### config.mk
export PLATFORM = sky130hd
export DESIGN_NAME = frame_receiver_flat
export DESIGN_NICKNAME = d
export VERILOG_FILES = /design/src/rtl/frame_receiver_pkg.sv /design/src/rtl/frame_receiver_if.sv /design/src/rtl/frame_receiver.sv /design/src/flat_wrapper.sv
export SDC_FILE = /design/constraint.sdc
export NUM_CORES = 1
export LEC_CHECK = 0
export CAP_MARGIN = 15
export CORE_ASPECT_RATIO = 2
export CORE_MARGIN = 10
export CORE_UTILIZATION = 30
export CTS_CLUSTER_SIZE = 12
export DETAILED_ROUTE_END_ITERATION = 6
export PLACE_DENSITY = 0.57
export SETUP_SLACK_MARGIN = 0.02
export SLEW_MARGIN = 10
export SYNTH_ARGS = -nofsm -noshare
export SYNTH_HDL_FRONTEND = slang
export SYNTH_SLANG_ARGS = --single-unit
export TNS_END_PERCENT = 20
### constraint.sdc
create_clock -name clk -period 10.3 [get_ports clk]
set_input_delay 1.03 -clock clk [delete_from_list [all_inputs] [get_ports clk]]
set_output_delay 1.03 -clock clk [all_outputs]
set_load 0.02 [all_outputs]
### src/rtl/frame_receiver_pkg.sv
// Shared types and constants for the link frame receiver: the payload layout,
// K-character codes, FSM state encoding and the bytewise CRC-8 step.
package frame_receiver_pkg;

  localparam int PAYLOAD_DATA_BYTES = 16;

  typedef struct packed {
    logic [7:0]                      payload_type;
    logic [PAYLOAD_DATA_BYTES*8-1:0] data;
  } payload_t;

  localparam logic [7:0] K_SOF     = 8'h3C;
  localparam logic [7:0] K_IDLE    = 8'hBC;
  localparam logic [7:0] CRC8_POLY = 8'h07;

  typedef enum logic [1:0] {
    ST_HUNT  = 2'd0,
    ST_TYPE  = 2'd1,
    ST_DATA  = 2'd2,
    ST_CHECK = 2'd3
  } rx_state_t;

  // MSB-first CRC-8 update, init 0, no reflection, no final XOR.
  function automatic logic [7:0] crc8_next(input logic [7:0] crc, input logic [7:0] b);
    logic [7:0] c;
    c = crc;
    for (int i = 7; i >= 0; i--)
      c = {c[6:0], 1'b0} ^ ((c[7] ^ b[i]) ? CRC8_POLY : 8'h00);
    return c;
  endfunction

endpackage

### src/rtl/frame_receiver_if.sv
// Decoded symbol stream from the link decoder into the frame receiver.
interface frame_receiver_if;
  logic [7:0] rx_data_i;
  logic       rx_k_i;
  logic       rx_valid_i;
  logic       rx_err_i;

  modport master (output rx_data_i, rx_k_i, rx_valid_i, rx_err_i);
  modport slave  (input  rx_data_i, rx_k_i, rx_valid_i, rx_err_i);
endinterface

### src/rtl/frame_receiver.sv
// Assembles SOF|type|data|CRC frames from the symbol stream, checks CRC-8 and
// publishes good frames with a one-cycle tick; bad frames are dropped and counted.
module frame_receiver
  import frame_receiver_pkg::*;
#(
  parameter int DATA_BYTES  = PAYLOAD_DATA_BYTES,
  parameter int GAP_TIMEOUT = 64
) (
  input  logic             clk,
  input  logic             reset,
  frame_receiver_if.slave  rx,
  output payload_t         payload_o,
  output logic             frame_tick_o,
  output logic             crc_err_o,
  output logic             frame_err_o,
  output logic [15:0]      good_count_o,
  output logic [15:0]      err_count_o
);

  localparam logic [1:0] HUNT  = ST_HUNT;
  localparam logic [1:0] TYPE  = ST_TYPE;
  localparam logic [1:0] DATA  = ST_DATA;
  localparam logic [1:0] CHECK = ST_CHECK;
  localparam int         BW    = $clog2(DATA_BYTES + 1);

  logic [1:0]              state, state_n;
  logic [7:0]              crc, crc_n;
  logic [7:0]              type_r, type_n;
  logic [DATA_BYTES*8-1:0] data_sr, sr_n;
  logic [BW-1:0]           byte_cnt, cnt_n;
  logic [15:0]             gap_cnt, gap_n;
  logic                    good, bad_crc, abort;
  logic [7:0]              d;

  assign d = rx.rx_data_i;

  always_comb begin
    state_n = state;
    crc_n   = crc;
    type_n  = type_r;
    sr_n    = data_sr;
    cnt_n   = byte_cnt;
    gap_n   = gap_cnt;
    good    = 1'b0;
    bad_crc = 1'b0;
    abort   = 1'b0;
    if (state != HUNT) begin
      if (!rx.rx_valid_i) begin
        // gap timer only runs while a frame is open
        if (gap_cnt == 16'(GAP_TIMEOUT - 1)) begin
          abort   = 1'b1;
          state_n = HUNT;
          gap_n   = '0;
        end else begin
          gap_n = gap_cnt + 16'd1;
        end
      end else begin
        gap_n = '0;
        if (rx.rx_err_i) begin
          abort   = 1'b1;
          state_n = HUNT;
        end else if (rx.rx_k_i) begin
          abort = 1'b1;
          if (d == K_SOF) begin
            state_n = TYPE;
            crc_n   = 8'h00;
          end else begin
            state_n = HUNT;
          end
        end else begin
          case (state)
            TYPE: begin
              type_n  = d;
              crc_n   = crc8_next(crc, d);
              cnt_n   = '0;
              state_n = DATA;
            end
            DATA: begin
              sr_n  = {data_sr[DATA_BYTES*8-9:0], d};
              crc_n = crc8_next(crc, d);
              cnt_n = byte_cnt + BW'(1);
              if (byte_cnt == BW'(DATA_BYTES - 1)) state_n = CHECK;
            end
            CHECK: begin
              good    = (d == crc);
              bad_crc = (d != crc);
              state_n = HUNT;
            end
            default: state_n = HUNT;
          endcase
        end
      end
    end else if (rx.rx_valid_i && !rx.rx_err_i && rx.rx_k_i && d == K_SOF) begin
      state_n = TYPE;
      crc_n   = 8'h00;
      gap_n   = '0;
    end
  end

  always_ff @(posedge clk or posedge reset) begin
    if (reset) begin
      state        <= HUNT;
      crc          <= '0;
      type_r       <= '0;
      data_sr      <= '0;
      byte_cnt     <= '0;
      gap_cnt      <= '0;
      payload_o    <= '0;
      frame_tick_o <= 1'b0;
      crc_err_o    <= 1'b0;
      frame_err_o  <= 1'b0;
      good_count_o <= '0;
      err_count_o  <= '0;
    end else begin
      state        <= state_n;
      crc          <= crc_n;
      type_r       <= type_n;
      data_sr      <= sr_n;
      byte_cnt     <= cnt_n;
      gap_cnt      <= gap_n;
      frame_tick_o <= good;
      crc_err_o    <= bad_crc;
      frame_err_o  <= abort;
      if (good) begin
        payload_o.payload_type <= type_r;
        payload_o.data         <= data_sr;
        if (good_count_o != 16'hFFFF) good_count_o <= good_count_o + 16'd1;
      end
      if ((bad_crc || abort) && err_count_o != 16'hFFFF)
        err_count_o <= err_count_o + 16'd1;
    end
  end

endmodule

### src/flat_wrapper.sv
// flat-port wrapper written by rule: the top's interface ports become plain ports
module frame_receiver_flat import frame_receiver_pkg::*;
#(
  parameter int DATA_BYTES  = PAYLOAD_DATA_BYTES,
  parameter int GAP_TIMEOUT = 64
)
  (clk, reset, payload_o, frame_tick_o, crc_err_o, frame_err_o, good_count_o, err_count_o, rx_rx_data_i, rx_rx_k_i, rx_rx_valid_i, rx_rx_err_i);
  frame_receiver_if rx_i ();
  input  logic clk;
  input  logic reset;
  output payload_t payload_o;
  output logic frame_tick_o;
  output logic crc_err_o;
  output logic frame_err_o;
  output logic [15:0] good_count_o;
  output logic [15:0] err_count_o;
  input wire logic [$bits(rx_i.rx_data_i)-1:0] rx_rx_data_i;
  input wire logic [$bits(rx_i.rx_k_i)-1:0] rx_rx_k_i;
  input wire logic [$bits(rx_i.rx_valid_i)-1:0] rx_rx_valid_i;
  input wire logic [$bits(rx_i.rx_err_i)-1:0] rx_rx_err_i;
  assign rx_i.rx_data_i = rx_rx_data_i;
  assign rx_i.rx_k_i = rx_rx_k_i;
  assign rx_i.rx_valid_i = rx_rx_valid_i;
  assign rx_i.rx_err_i = rx_rx_err_i;
  frame_receiver #(.DATA_BYTES(DATA_BYTES), .GAP_TIMEOUT(GAP_TIMEOUT)) u_core (.clk(clk), .reset(reset), .rx(rx_i), .payload_o(payload_o), .frame_tick_o(frame_tick_o), .crc_err_o(crc_err_o), .frame_err_o(frame_err_o), .good_count_o(good_count_o), .err_count_o(err_count_o));
endmodule
; Word level (Yosys, flattened, before mapping)
; Cells that the tools add are included.
[classes]
div_mod_pow = 0
shifts = 0
eq_ne = 16
reduce_logical = 16
n_bitwise = 18
magnitude_cmp = 0
n_mul = 0
mux = 44
n_addsub = 4
[ops]
columns = operator, n
row1 = 16-bit two-way mux, 4
row2 = 8-bit bitwise XOR, 8
row3 = 8-bit two-way mux, 7
row4 = "16-bit by 1-bit adder with 16-bit output, second input constant", 3
row5 = "16-bit != test, second input constant", 2
row6 = 3-bit two-way mux, 8
row7 = 5-bit AND reduction, 4
row8 = "16-bit by 6-bit equality test with 1-bit output, second input constant", 1
row9 = 1-bit two-way mux, 16
row10 = 2-bit two-way mux, 7
row11 = 5-bit case mux with 2 select lines, 1
row12 = "3-bit != test, second input constant", 3
row13 = "8-bit by 6-bit equality test with 1-bit output, second input constant", 1
row14 = 8-bit equality test, 1
row15 = 8-bit != test, 1
row16 = 1-bit bitwise XOR, 8
row17 = "6-bit != test, second input constant", 1
row18 = 2-bit nonzero test, 3
row19 = "5-bit by 1-bit adder with 5-bit output, second input constant", 1
row20 = "5-bit by 4-bit equality test with 1-bit output, second input constant", 1
row21 = "2-bit equality test, second input constant", 2
row22 = 1-bit logical AND, 4
row23 = "2-bit != test, second input constant", 2
row24 = 2-bit case mux with 2 select lines, 1
row25 = other kinds (7), 8
[totals]
latch_bits = 0
n_memories = 0
output_inout_bits = 171
rom_bits = 0
input_bits = 13
register_bits = 338
wordCells = 111
ramBits = 0

; Longest topological paths before layout
; Gate-level depths: netlist (run 1).
[depth]
word_depth = 29
mapped_depth = 10

; Least setup slack after synthesis (run 1)
; Ideal clock, no wire load.
[synth_timing]
path_type = input to register
from = input port rx_rx_valid_i
to = register u_core.gap_cnt[13]
path_slack_ns = 7.536
stages = 8
arrival_ns = 2.632
n_path_buf = 2
setup_time_ns = 0.132
required_ns = 10.168
cell_sequence = inv_2 or4_1 or4_4 and2_4 buf_6 buf_6 o21ai_1 o41ai_1
[synth_between]
elab_chain_cells = 4
[synth_lines]
columns = item, line
row1 = "start, declared", flat_wrapper.sv:19  ; input wire logic [$bits(rx_i.rx_valid_i)-1:0] rx_rx_valid_i;
row2 = 1-bit logical AND (3 in series), frame_receiver.sv:93  ; end else if (rx.rx_valid_i && !rx.rx_err_i && rx.rx_k_i && d == K_SOF) begin
row3 = 2-bit nonzero test (no line), --
row4 = "end signal, assigned", frame_receiver.sv:120  ; gap_cnt <= gap_n;
row5 = "end, declared", frame_receiver.sv:31  ; logic [15:0] gap_cnt, gap_n;
; Several ways; a longest one is shown, not always the timed one.
; A chain may end at the register's enable or synchronous reset.

; Worst setup path in the final report (run 1)
[layout_timing]
from = input port rx_rx_data_i[6]
to = register, netlist name u_core.payload_o[89]
[layout_between]
elab_chain_cells = 6
[layout_lines]
columns = item, line
row1 = "start, declared", flat_wrapper.sv:17  ; input wire logic [$bits(rx_i.rx_data_i)-1:0] rx_rx_data_i;
row2 = 8-bit equality test, frame_receiver.sv:85  ; good = (d == crc);
row3 = 1-bit two-way mux, frame_receiver.sv:71  ; case (state)
row4 = 1-bit two-way mux, frame_receiver.sv:62  ; end else if (rx.rx_k_i) begin
row5 = 1-bit two-way mux, frame_receiver.sv:59  ; if (rx.rx_err_i) begin
row6 = 1-bit two-way mux, frame_receiver.sv:48  ; if (!rx.rx_valid_i) begin
row7 = 1-bit two-way mux, frame_receiver.sv:47  ; if (state != HUNT) begin
; No other way between the ends.

==> impl_results.md, run 1 <==
- CTS resizes: 0
- Chip Width: 170 um
- DRT iter0 DRCs: 591
- CP Launch Type: input pin
- Power Density: 152 mW/mm^2
- Critical path data arrival time: 4850 ps
- Fin crit period: 4400 ps
- Setup crit end kind: flop
- Setup ws final: 5900 ps
- Final hold violations: 0
- Fin. max-slew vios: 0
- CTS tree: built
- Drt first pass iters: 6
- Root buffer cell: clkbuf_16
- Via count: 9138
- CP bufs+invs: 4
- Total track usage: 0.129
- Synth Cell Area: 0.0136 mm^2
- First-pass GRT wire length: 56000 um
- Antenna-violating nets left: 0
- HPWL Detailed: 24200 um
- Pin count of the biggest net entering global routing: 192
- Worst Clk Skew: 26.2 ps
- Clk sink count: 338
- Total grt overflow: 0
- Nets@finish: 1423
- Reg-to-reg slack, setup: 6650 ps
- Post-synth EDFFs: 0
- P&R area growth vs syn: 25.3%
- RSZ-0062 raised after global routing: no
- Antenna diodes: 0
- Setup TNS: 0 ps
- TritonCTS buffer count: 35
- Largest stage delay, worst path: 840 ps
- Post-synth top flop: dfrtp_1
- Post-DP Area: 0.0160 mm^2
- Final period utilization: 0.428
- Hold WC Path Type: flop to flop
- CTS max path bufs: 3
- Type of the worst setup path: input pin to flop
- Worst vdd ir: 0.107 mV
- Post-CTS setup buffer count: 0
- Critical path's slowest cell: buf_4
- Clk_lat worst skew: 530 ps
- Post-Syn Nets: 1249
- Total Routed Length: 35200 um
- Tightest hold margin: 459 ps
- Critical-path cell list: clkdlybuf4s50_1 -> xnor2_1 -> ha_1 -> and3_1 -> and3_1 -> nand3_4 -> buf_4 -> inv_4 -> buf_4 -> nand2_1 -> nand2_1
- Via count of the first global-routing pass: 9701
- Num rows: 110
- Most frequent cells in the layout: nand2_1, dfrtp_1, clkdlybuf4s50_1
- Final setup viols: 0
- WL/cell: 17.9 um
- Most common cell after layout, fill and taps aside: nand2_1
- Yosys warning count: 0
- Port Buffers: 183
- DP Worst Slack: 5270 ps
- Worst Path Required: 10750 ps
- Flops & latches, synth: 338
- Worst Max-Slew Pin Slew: 1060 ps
- Crit-path max FO: 90
- Vias per cell: 4.64
- Max-cap violation count: 0
- Routability Congestion: 0.775
- Unique cell type count in the Yosys netlist: 47
- Full die area: 0.0546 mm^2
- Avg Inst Size Synth: 11.1 um^2
- Syn Inst Count: 1224
- Hold_buf cts: 0
- Initial antenna violation count: 1
- Max Freq: 227 MHz
- IO Count: 184
- Pleak: 8.57 nW
- Ys async rst share: 1.00
- Rel. slew slack: 0.296
- Drt drc: 0
- CTS clk-pin slew, worst paths: 70 ps
- Sequential area share after synthesis: 0.624
- Core area: 0.0449 mm^2
- Initial Util: 0.302
- Die Ht: 321 um
- Fin area: 0.0170 mm^2
- Layout cell share with drive strength beyond 1: 0.146
- H-tree level count: 2
- CP top delay family: buffers and inverters
- Status: finished clean
==> power by group <==
group / switching, mW / internal, mW
Combinational: 0.0425 / 0.0173
Clock: 0.510 / 0.669
Sequential: 0.00494 / 1.33
Total: 0.558 / 2.02
==> worst min-delay path, stage by stage (launching register included) <==
cell	delay [ps]
dfrtp_1	340
nand2_1	50
nand2_1	50
==> registers in the layout, indices dropped and copies added, names as in the netlist, 2 cells and up <==
signal               count
u_core.gap_cnt          16
u_core.payload_o       136
u_core.type_r            8
u_core.byte_cnt          5
u_core.err_count_o      16
u_core.data_sr         128
u_core.good_count_o     16
u_core.crc               8
u_core.state             2
==> routing by layer <==
layer | vias up | track usage | wire [um]
met3 | 45 | 0.0263 | 1540
met4 | 2 | 0.0462 | 942
met2 | 161 | 0.238 | 19000
met1 | 4569 | 0.140 | 13800
met5 | - | 0 | 16
li1 | 4361 | - | -
==> layout make-up <==
type	count	area (um^2)
clock buffer	41	940
fill	4423	27900
inverter	14	58.8
timing repair buffer	191	1900
tap	560	701
multi-input combinational	818	4850
clock inverter	6	72.6
sequential	338	8460
==> stage by stage <==
step / std cells / power (mW) / util
6_report: 1968 / 2.57 / 0.379
3_5_place_dp: 1921 / 1.42 / 0.356
2_1_floorplan: 1224 / 1.40 / -
5_1_grt: 1968 / 2.68 / 0.379
4_1_cts: 1968 / 2.63 / 0.379
3_3_place_gp: 1921 / 1.42 / 0.356
==> path summary, 6_finish.rpt <==
path | start | to | depth (start not counted)
setup reg to reg | u_core.crc[6] | u_core.payload_o[89] | 10
setup / recovery | rx_rx_data_i[6] | u_core.payload_o[89] | 11
max in group asynchronous | reset | u_core.payload_o[31] | 4
hold / removal | u_core.type_r[1] | u_core.payload_o[129] | 2
hold reg to reg | u_core.type_r[1] | u_core.payload_o[129] | 2
min in group asynchronous | reset | u_core.payload_o[108] | 3
==> cell families (layout without fill, tap and decap cells) <==
| group | Yosys count | in the layout | share of synthesized area |
|---|---|---|---|
| buffers and inverters | 68 | 252 | 0.0199 |
| flip-flops | 338 | 338 | 0.624 |
| AO/OA/AOI/OAI | 65 | 65 | 0.0287 |
| adder cells (fa/ha/maj) | 12 | 12 | 0.0111 |
| multiplexers | 142 | 142 | 0.118 |
| AND/OR/NAND/NOR | 553 | 553 | 0.169 |
| XOR/XNOR | 46 | 46 | 0.0297 |
==> synth_stat cells (2+ instances only) <==
master    count  area (um^2)
nor3_1       10         50.1
o22ai_1       4         25.0
nor2_1       16         60.1
a21o_1        2         15.0
mux2_2      141         1590
xnor2_1      27          236
nor2b_1       2         12.5
xor2_1       19          166
nand4b_1      2         17.5
or2_2         2         12.5
ha_1         12          150
nand4_1      14         87.6
dfrtp_1     338         8460
o21ai_0      24          120
buf_6         2         22.5
o21ai_1       6         30.0
nor4_1        4         25.0
a41oi_1       2         17.5
clkbuf_1     44          165
nand3_1      22          110
o21a_1        2         15.0
and3_1       16          100
nand2_1     450         1690
a21oi_1      11         55.1
buf_1         8         30.0
and2_1        3         18.8
a22o_1        2         17.5
inv_1        13         48.8
a31oi_1       6         37.5
or4_1         2         15.0
nand2b_1      2         12.5
Power figures use the tool's default switching activity.
==> inputs of run 2 (changes only) <==
--- a/config.mk
+++ b/config.mk
@@ -11,7 +11,7 @@
 export CORE_UTILIZATION = 30
 export CTS_CLUSTER_SIZE = 12
 export DETAILED_ROUTE_END_ITERATION = 6
-export PLACE_DENSITY = 0.57
+export PLACE_DENSITY = 0.55
 export SETUP_SLACK_MARGIN = 0.02
 export SLEW_MARGIN = 10
 export SYNTH_ARGS = -nofsm -noshare
==> constraint.sdc (replaced) <==
create_clock -name clk -period 4.1 [get_ports clk]
set_input_delay 0.41 -clock clk [delete_from_list [all_inputs] [get_ports clk]]
set_output_delay 0.41 -clock clk [all_outputs]
set_load 0.02 [all_outputs]
==> run 2 against run 1 <==
Net effect:
- largest cell class unchanged
- die area unchanged
- hold slack gained 3.6 ps
- global-route usage rose by 0.16 points
- core utilization increased by 0.18 points
- clock skew is 15 ps lower
- flip-flop and latch count unchanged
- count of clock-buffer cells in the layout is 5 higher
- cell area up 0.46%
- first-iteration DRC count shrank 15%
- final cell count increased by 0.46%
- power grew to 2.5 times the previous value
==> impl_results.md, run 2 (synthesized netlist as in run 1, its figures left out) <==
- Initial Util: 0.302 (unchanged)
- Via count: 9279 (was 9138)
- Type of the worst setup path: input pin to flop (unchanged)
- RSZ-0062 raised after global routing: no (unchanged)
- Vias per cell: 4.69 (was 4.64)
- Setup TNS: 0 ps (unchanged)
- Layout cell share with drive strength beyond 1: 0.148 (was 0.146)
- CP top delay family: simple AND/OR/NAND/NOR gates (was buffers and inverters)
- Worst Clk Skew: 11.3 ps (was 26.2 ps)
- Max FFs per register: 136 (unchanged)
- Total Routed Length: 35800 um (was 35200 um)
- Setup crit end kind: flop (unchanged)
- WL/cell: 18.1 um (was 17.9 um)
- Total track usage: 0.130 (was 0.129)
- Largest register by flop count: u_core.payload_o (unchanged)
- Total grt overflow: 0 (unchanged)
- Post-CTS setup buffer count: 0 (unchanged)
- TritonCTS buffer count: 35 (unchanged)
- Max-cap violation count: 0 (unchanged)
- Tightest hold margin: 462 ps (was 459 ps)
- Worst vdd ir: 0.301 mV (was 0.107 mV)
- Status: finished clean (unchanged)
- Port Buffers: 183 (unchanged)
- Fin crit period: 2610 ps
- P&R area growth vs syn: 25.8% (was 25.3%)
- Hold_buf cts: 0 (unchanged)
- Drt drc: 0 (unchanged)
- HPWL Detailed: 24800 um (was 24200 um)
- Critical-path cell list: clkdlybuf4s50_1 -> xnor2_1 -> ha_1 -> and3_1 -> and3_1 -> nand3_4 -> buf_4 -> nor4b_1 -> nand2_1 -> xnor2_1 (was clkdlybuf4s50_1 -> xnor2_1 -> ha_1 -> and3_1 -> and3_1 -> nand3_4 -> buf_4 -> inv_4 -> buf_4 -> nand2_1 -> nand2_1)
- First-pass GRT wire length: 56700 um (was 56000 um)
- Path depth of the worst reg2reg path: 7 (was 10)
- Full die area: 0.0546 mm^2 (unchanged)
- Crit path launch: rx_rx_data_i[7] (was rx_rx_data_i[6])
- Routability Congestion: 0.790 (was 0.775)
- Final Core Density: 0.380 (was 0.379)
- Via count of the first global-routing pass: 9776 (was 9701)
- Antenna-violating nets left: 0 (unchanged)
- Antenna diodes: 0 (unchanged)
- Pleak: 8.62 nW (was 8.57 nW)
- IO Count: 184 (unchanged)
- Num rows: 110 (unchanged)
- Hold WC Path Type: input pin to asynchronous set/reset pin (was flop to flop)
- Crit-path max FO: 33 (was 90)
- Reg-to-reg slack, setup: 1530 ps (was 6650 ps)
- Most common cell after layout, fill and taps aside: nand2_1 (unchanged)
- CP bufs+invs: 2 (was 4)
- Final setup viols: 0 (unchanged)
- Setup ws final: 1490 ps (was 5900 ps)
- CTS max path bufs: 3 (unchanged)
- DP Worst Slack: 942 ps (was 5270 ps)
- Fin. max-slew vios: 0 (unchanged)
- Initial antenna violation count: 0 (was 1)
- CTS resizes: 0 (unchanged)
- Largest stage delay, worst path: 530 ps (was 840 ps)
- Worst Max-Slew Pin Slew: 980 ps (was 1060 ps)
- CP Launch Type: input pin (unchanged)
- DRT iter0 DRCs: 501 (was 591)
- Final hold violations: 0 (unchanged)
- Die Ht: 321 um (unchanged)
- Root buffer cell: clkbuf_16 (unchanged)
- Worst Path Required: 4490 ps (was 10750 ps)
- Critical path data arrival time: 3000 ps (was 4850 ps)
- Clk_lat worst skew: 520 ps (was 530 ps)
- Critical path's slowest cell: clkdlybuf4s50_1 (was buf_4)
- CTS tree: built (unchanged)
- RR Startpoint: u_core.state[0] (was u_core.crc[6])
- Core area: 0.0449 mm^2 (unchanged)
- Chip Width: 170 um (unchanged)
- Nets@finish: 1431 (was 1423)
- Most frequent cells in the layout: nand2_1, dfrtp_1, clkdlybuf4s50_1 (unchanged)
- Pin count of the biggest net entering global routing: 138 (was 192)
- Max Freq: 383 MHz
- Final period utilization: 0.636
- Reg-to-reg endpoint: u_core.data_sr[105] (was u_core.payload_o[89])
- # fillers: 4455 (was 4423)
- Drt first pass iters: 4 (was 6)
- Top Registers: u_core.payload_o: 136 flops, u_core.data_sr: 128 flops (unchanged)
- Clk sink count: 338 (unchanged)
- Rel. slew slack: 0.345 (was 0.296)
- CTS clk-pin slew, worst paths: 60 ps (was 70 ps)
- Total chip power: 6.46 mW (was 2.57 mW)
- H-tree level count: 2 (unchanged)
- Power Density: 378 mW/mm^2 (was 152 mW/mm^2)
[run 2: metal layers]
metal | vias up | global-route usage | wire [um]
li1 | 4375 | - | -
met1 | 4651 | 0.142 | 13800
met2 | 199 | 0.243 | 19300
met3 | 54 | 0.0250 | 1690
met4 | 0 | 0.0458 | 918
met5 | - | 0 | 0
[run 2: worst max path at each step]
stage                                    to  slack, ps  cells after the start
floorplan                u_core.byte_cnt[0]       -830                      1
global placement    u_core.good_count_o[13]        870                     10
detailed placement  u_core.good_count_o[13]        940                     10
CTS                 u_core.good_count_o[13]       1490                     10
global route        u_core.good_count_o[13]       1310                     10
finish              u_core.good_count_o[13]       1490                     10
[run 2: final cells by class]
class                      instances  area [um^2]  share of cell area
tap                              560          701              0.0411
sequential                       338         8460               0.496
multi-input combinational        818         4850               0.284
clock inverter                     2         13.8            0.000807
clock buffer                      46          980              0.0574
timing repair buffer             199         2000               0.117
inverter                          14         58.8             0.00345
[run 2: power breakdown]
| group | switching, mW | internal (mW) |
|---|---|---|
| Combinational | 0.110 | 0.0493 |
| Sequential | 0.0123 | 3.34 |
| Clock | 1.28 | 1.66 |
[run 2: stage by stage]
step	area [um^2]	cells
6_report	17100	1977
5_1_grt	17100	1977
4_1_cts	17100	1977
3_5_place_dp	16100	1929
3_3_place_gp	16100	1929
2_1_floorplan	13600	1224
==> inputs of run 3 (changes only) <==
==> constraint.sdc (replaced) <==
create_clock -name clk -period 2.7 [get_ports clk]
set_input_delay 0.27 -clock clk [delete_from_list [all_inputs] [get_ports clk]]
set_output_delay 0.27 -clock clk [all_outputs]
set_load 0.02 [all_outputs]
==> run 3 against run 2 <==
Net effect:
- die area stayed put
- via count hardly changed
- sequential power is 52% higher
- worst setup slack worse by 1300 ps
- flip-flop and latch count did not move
- core utilization rose by 0.51 points
- critical path depth down 4
- clock skew grew 6.1 ps
- largest cell class unchanged
==> impl_results.md, run 3 (synthesized netlist as in run 1, its figures left out) <==
- GRT met1 Usage: 0.144 (was 0.142)
- CP Launch Type: flop (was input pin)
- Worst Max-Slew Pin Slew: 721 ps (was 980 ps)
- Fin crit period: 2510 ps
- Largest stage delay, worst path: 450 ps (was 530 ps)
- TritonCTS buffer count: 35 (unchanged)
- Global route hottest layer: met2 (unchanged)
- Logic pwr share: 0.026 (was 0.025)
- Layout cell share with drive strength beyond 1: 0.161 (was 0.148)
- CTS clk-pin slew, worst paths: 60 ps (about the same)
- P&R area growth vs syn: 27.5% (was 25.8%)
- IO Count: 184 (unchanged)
- Critical path's slowest cell: a211oi_2 (was clkdlybuf4s50_1)
- Nets@finish: 1451 (was 1431)
- WL/cell: 17.8 um (was 18.1 um)
- Total Routed Length: 35600 um (was 35800 um)
- RSZ-0062 raised after global routing: no (unchanged)
- Routability Congestion: 0.818 (was 0.790)
- Antenna diodes: 0 (unchanged)
- Clk_lat worst skew: 510 ps (was 520 ps)
- Vias per cell: 4.65 (was 4.69)
- Tightest hold margin: 233 ps (was 462 ps)
- Most common cell after layout, fill and taps aside: nand2_1 (unchanged)
- Hold_buf cts: 0 (unchanged)
- H-tree level count: 2 (unchanged)
- Type of the worst setup path: flop to flop (was input pin to flop)
- Clk sink count: 338 (unchanged)
- Final period utilization: 0.928
- Post-CTS setup buffer count: 0 (unchanged)
- Num rows: 110 (unchanged)
- Via count: 9270 (was 9279)
- Worst vdd ir: 0.473 mV (was 0.301 mV)
- Switch share: 0.213 (was 0.218)
- CTS max path bufs: 3 (unchanged)
- Most frequent cells in the layout: nand2_1, dfrtp_1, clkdlybuf4s50_1 (unchanged)
- Root buffer cell: clkbuf_16 (unchanged)
- Met3 usage: 0.0260 (was 0.0250)
- Port Buffers: 183 (unchanged)
- Initial Util: 0.302 (unchanged)
- Final hold violations: 0 (unchanged)
- Critical path data arrival time: 2890 ps (was 3000 ps)
- CTS tree: built (unchanged)
- Hold WC Path Type: input pin to asynchronous set/reset pin (unchanged)
- DRT iter0 DRCs: 630 (was 501)
- Max FFs per register: 136 (unchanged)
- Chip Width: 170 um (unchanged)
- Pleak: 8.75 nW (was 8.62 nW)
- Top Registers: u_core.payload_o: 136 flops, u_core.data_sr: 128 flops (unchanged)
- Drt first pass iters: 5 (was 4)
- Pin count of the biggest net entering global routing: 119 (was 138)
- Critical-path cell list: ha_1 -> nor4bb_1 -> nand4_1 -> a211oi_2 -> o21a_1 -> mux2_2 (was clkdlybuf4s50_1 -> xnor2_1 -> ha_1 -> and3_1 -> and3_1 -> nand3_4 -> buf_4 -> nor4b_1 -> nand2_1 -> xnor2_1)
- Power share of the clock group: 0.457 (was 0.455)
- Setup TNS: 0 ps (unchanged)
- NetSw: 2.10 mW (was 1.41 mW)
- Fin. max-slew vios: 0 (unchanged)
- Flop pwr share: 0.517 (was 0.520)
- First-pass GRT wire length: 57500 um (was 56700 um)
- RR Startpoint: u_core.gap_cnt[0] (was u_core.state[0])
- Crit path launch: u_core.gap_cnt[0] (was rx_rx_data_i[7])
- Total grt overflow: 0 (unchanged)
- HPWL Detailed: 25300 um (was 24800 um)
- Initial antenna violation count: 0 (unchanged)
- Total track usage: 0.132 (was 0.130)
- Final setup viols: 0 (unchanged)
- CP top delay family: compound AO/OA/AOI/OAI gates (was simple AND/OR/NAND/NOR gates)
- Power Density: 570 mW/mm^2 (was 378 mW/mm^2)
- Full die area: 0.0546 mm^2 (unchanged)
- Int Pwr: 7.76 mW (was 5.05 mW)
- Max Freq: 399 MHz
- CTS resizes: 0 (unchanged)
- Die Ht: 321 um (unchanged)
- Setup crit end kind: flop (unchanged)
- Core area: 0.0449 mm^2 (unchanged)
- Met2 Track Usage GR: 0.243 (about the same)
- Worst Clk Skew: 17.4 ps (was 11.3 ps)
- CP bufs+invs: 0 (was 2)
- Largest register by flop count: u_core.payload_o (unchanged)
- Drt drc: 0 (unchanged)
- Max-cap violation count: 0 (unchanged)
- Worst Path Required: 3080 ps (was 4490 ps)
- Via count of the first global-routing pass: 10000 (was 9776)
- Crit-path max FO: 6 (was 33)
- Antenna-violating nets left: 0 (unchanged)
- Status: finished clean (unchanged)
- Rel. slew slack: 0.516 (was 0.345)
-- run 3: cell types whose count changed in the layout (fill, tap and decap cells not counted) --
cell | previous run | this run
buf_4 | 12 | 27
buf_12 | 4 | 9
clkbuf_1 | 7 | 3
bufinv_16 | 0 | 1
-- run 3: through the flow --
| step | instance area (um^2) | util | power (mW) | instances | setup slack, ps |
|---|---|---|---|---|---|
| floorplan | 13600 | - | 5.34 | 1224 | -2090 |
| global placement | 16300 | 0.363 | 5.45 | 1949 | 18.5 |
| detailed placement | 16300 | 0.363 | 5.46 | 1949 | -13.2 |
| CTS | 17300 | 0.385 | 10.0 | 1994 | 169 |
| global route | 17300 | 0.385 | 10.3 | 1994 | 62.8 |
| finish | 17300 | 0.385 | 9.86 | 1994 | 194 |
-- run 3: cell type report --
type                       count  area [um^2]
clock inverter                 3         43.8
sequential                   338         8460
tap                          560          701
multi-input combinational    818         4850
clock buffer                  42          965
fill                        4395        27600
inverter                      14         58.8
timing repair buffer         219         2210
-- run 3: per-layer routing --
layer  wire [um]  vias up
met3        1690       58
met1       13600     4591
met4        1140        0
met5           0        -
li1            -     4416
met2       19100      205
-- run 3: worst register-to-register path, stage by stage, from the launching register on --
cell and delay (ps):
dfrtp_1 400, ha_1 260, nor4bb_1 320, nand4_1 230, a211oi_2 450, o21a_1 350
mux2_2 370
-- run 3: worst paths after layout --
path	end	slack, ps	cells after the start
setup / recovery	u_core.err_count_o[1]	190	6
hold / removal	u_core.data_sr[100]	230	3
setup reg to reg	u_core.err_count_o[1]	190	6
hold reg to reg	u_core.payload_o[121]	470	2
max in group asynchronous	u_core.payload_o[22]	1750	4
min in group clk	u_core.payload_o[121]	470	2
-- run 3: power by group through the flow --
stage / clock network, mW / registers [mW] / logic [mW]
global route: 4.86 / 5.10 / 0.295
floorplan: 0 / 5.20 / 0.140
finish: 4.50 / 5.10 / 0.257
global placement: 0 / 5.19 / 0.262
CTS: 4.68 / 5.10 / 0.269
detailed placement: 0 / 5.19 / 0.268
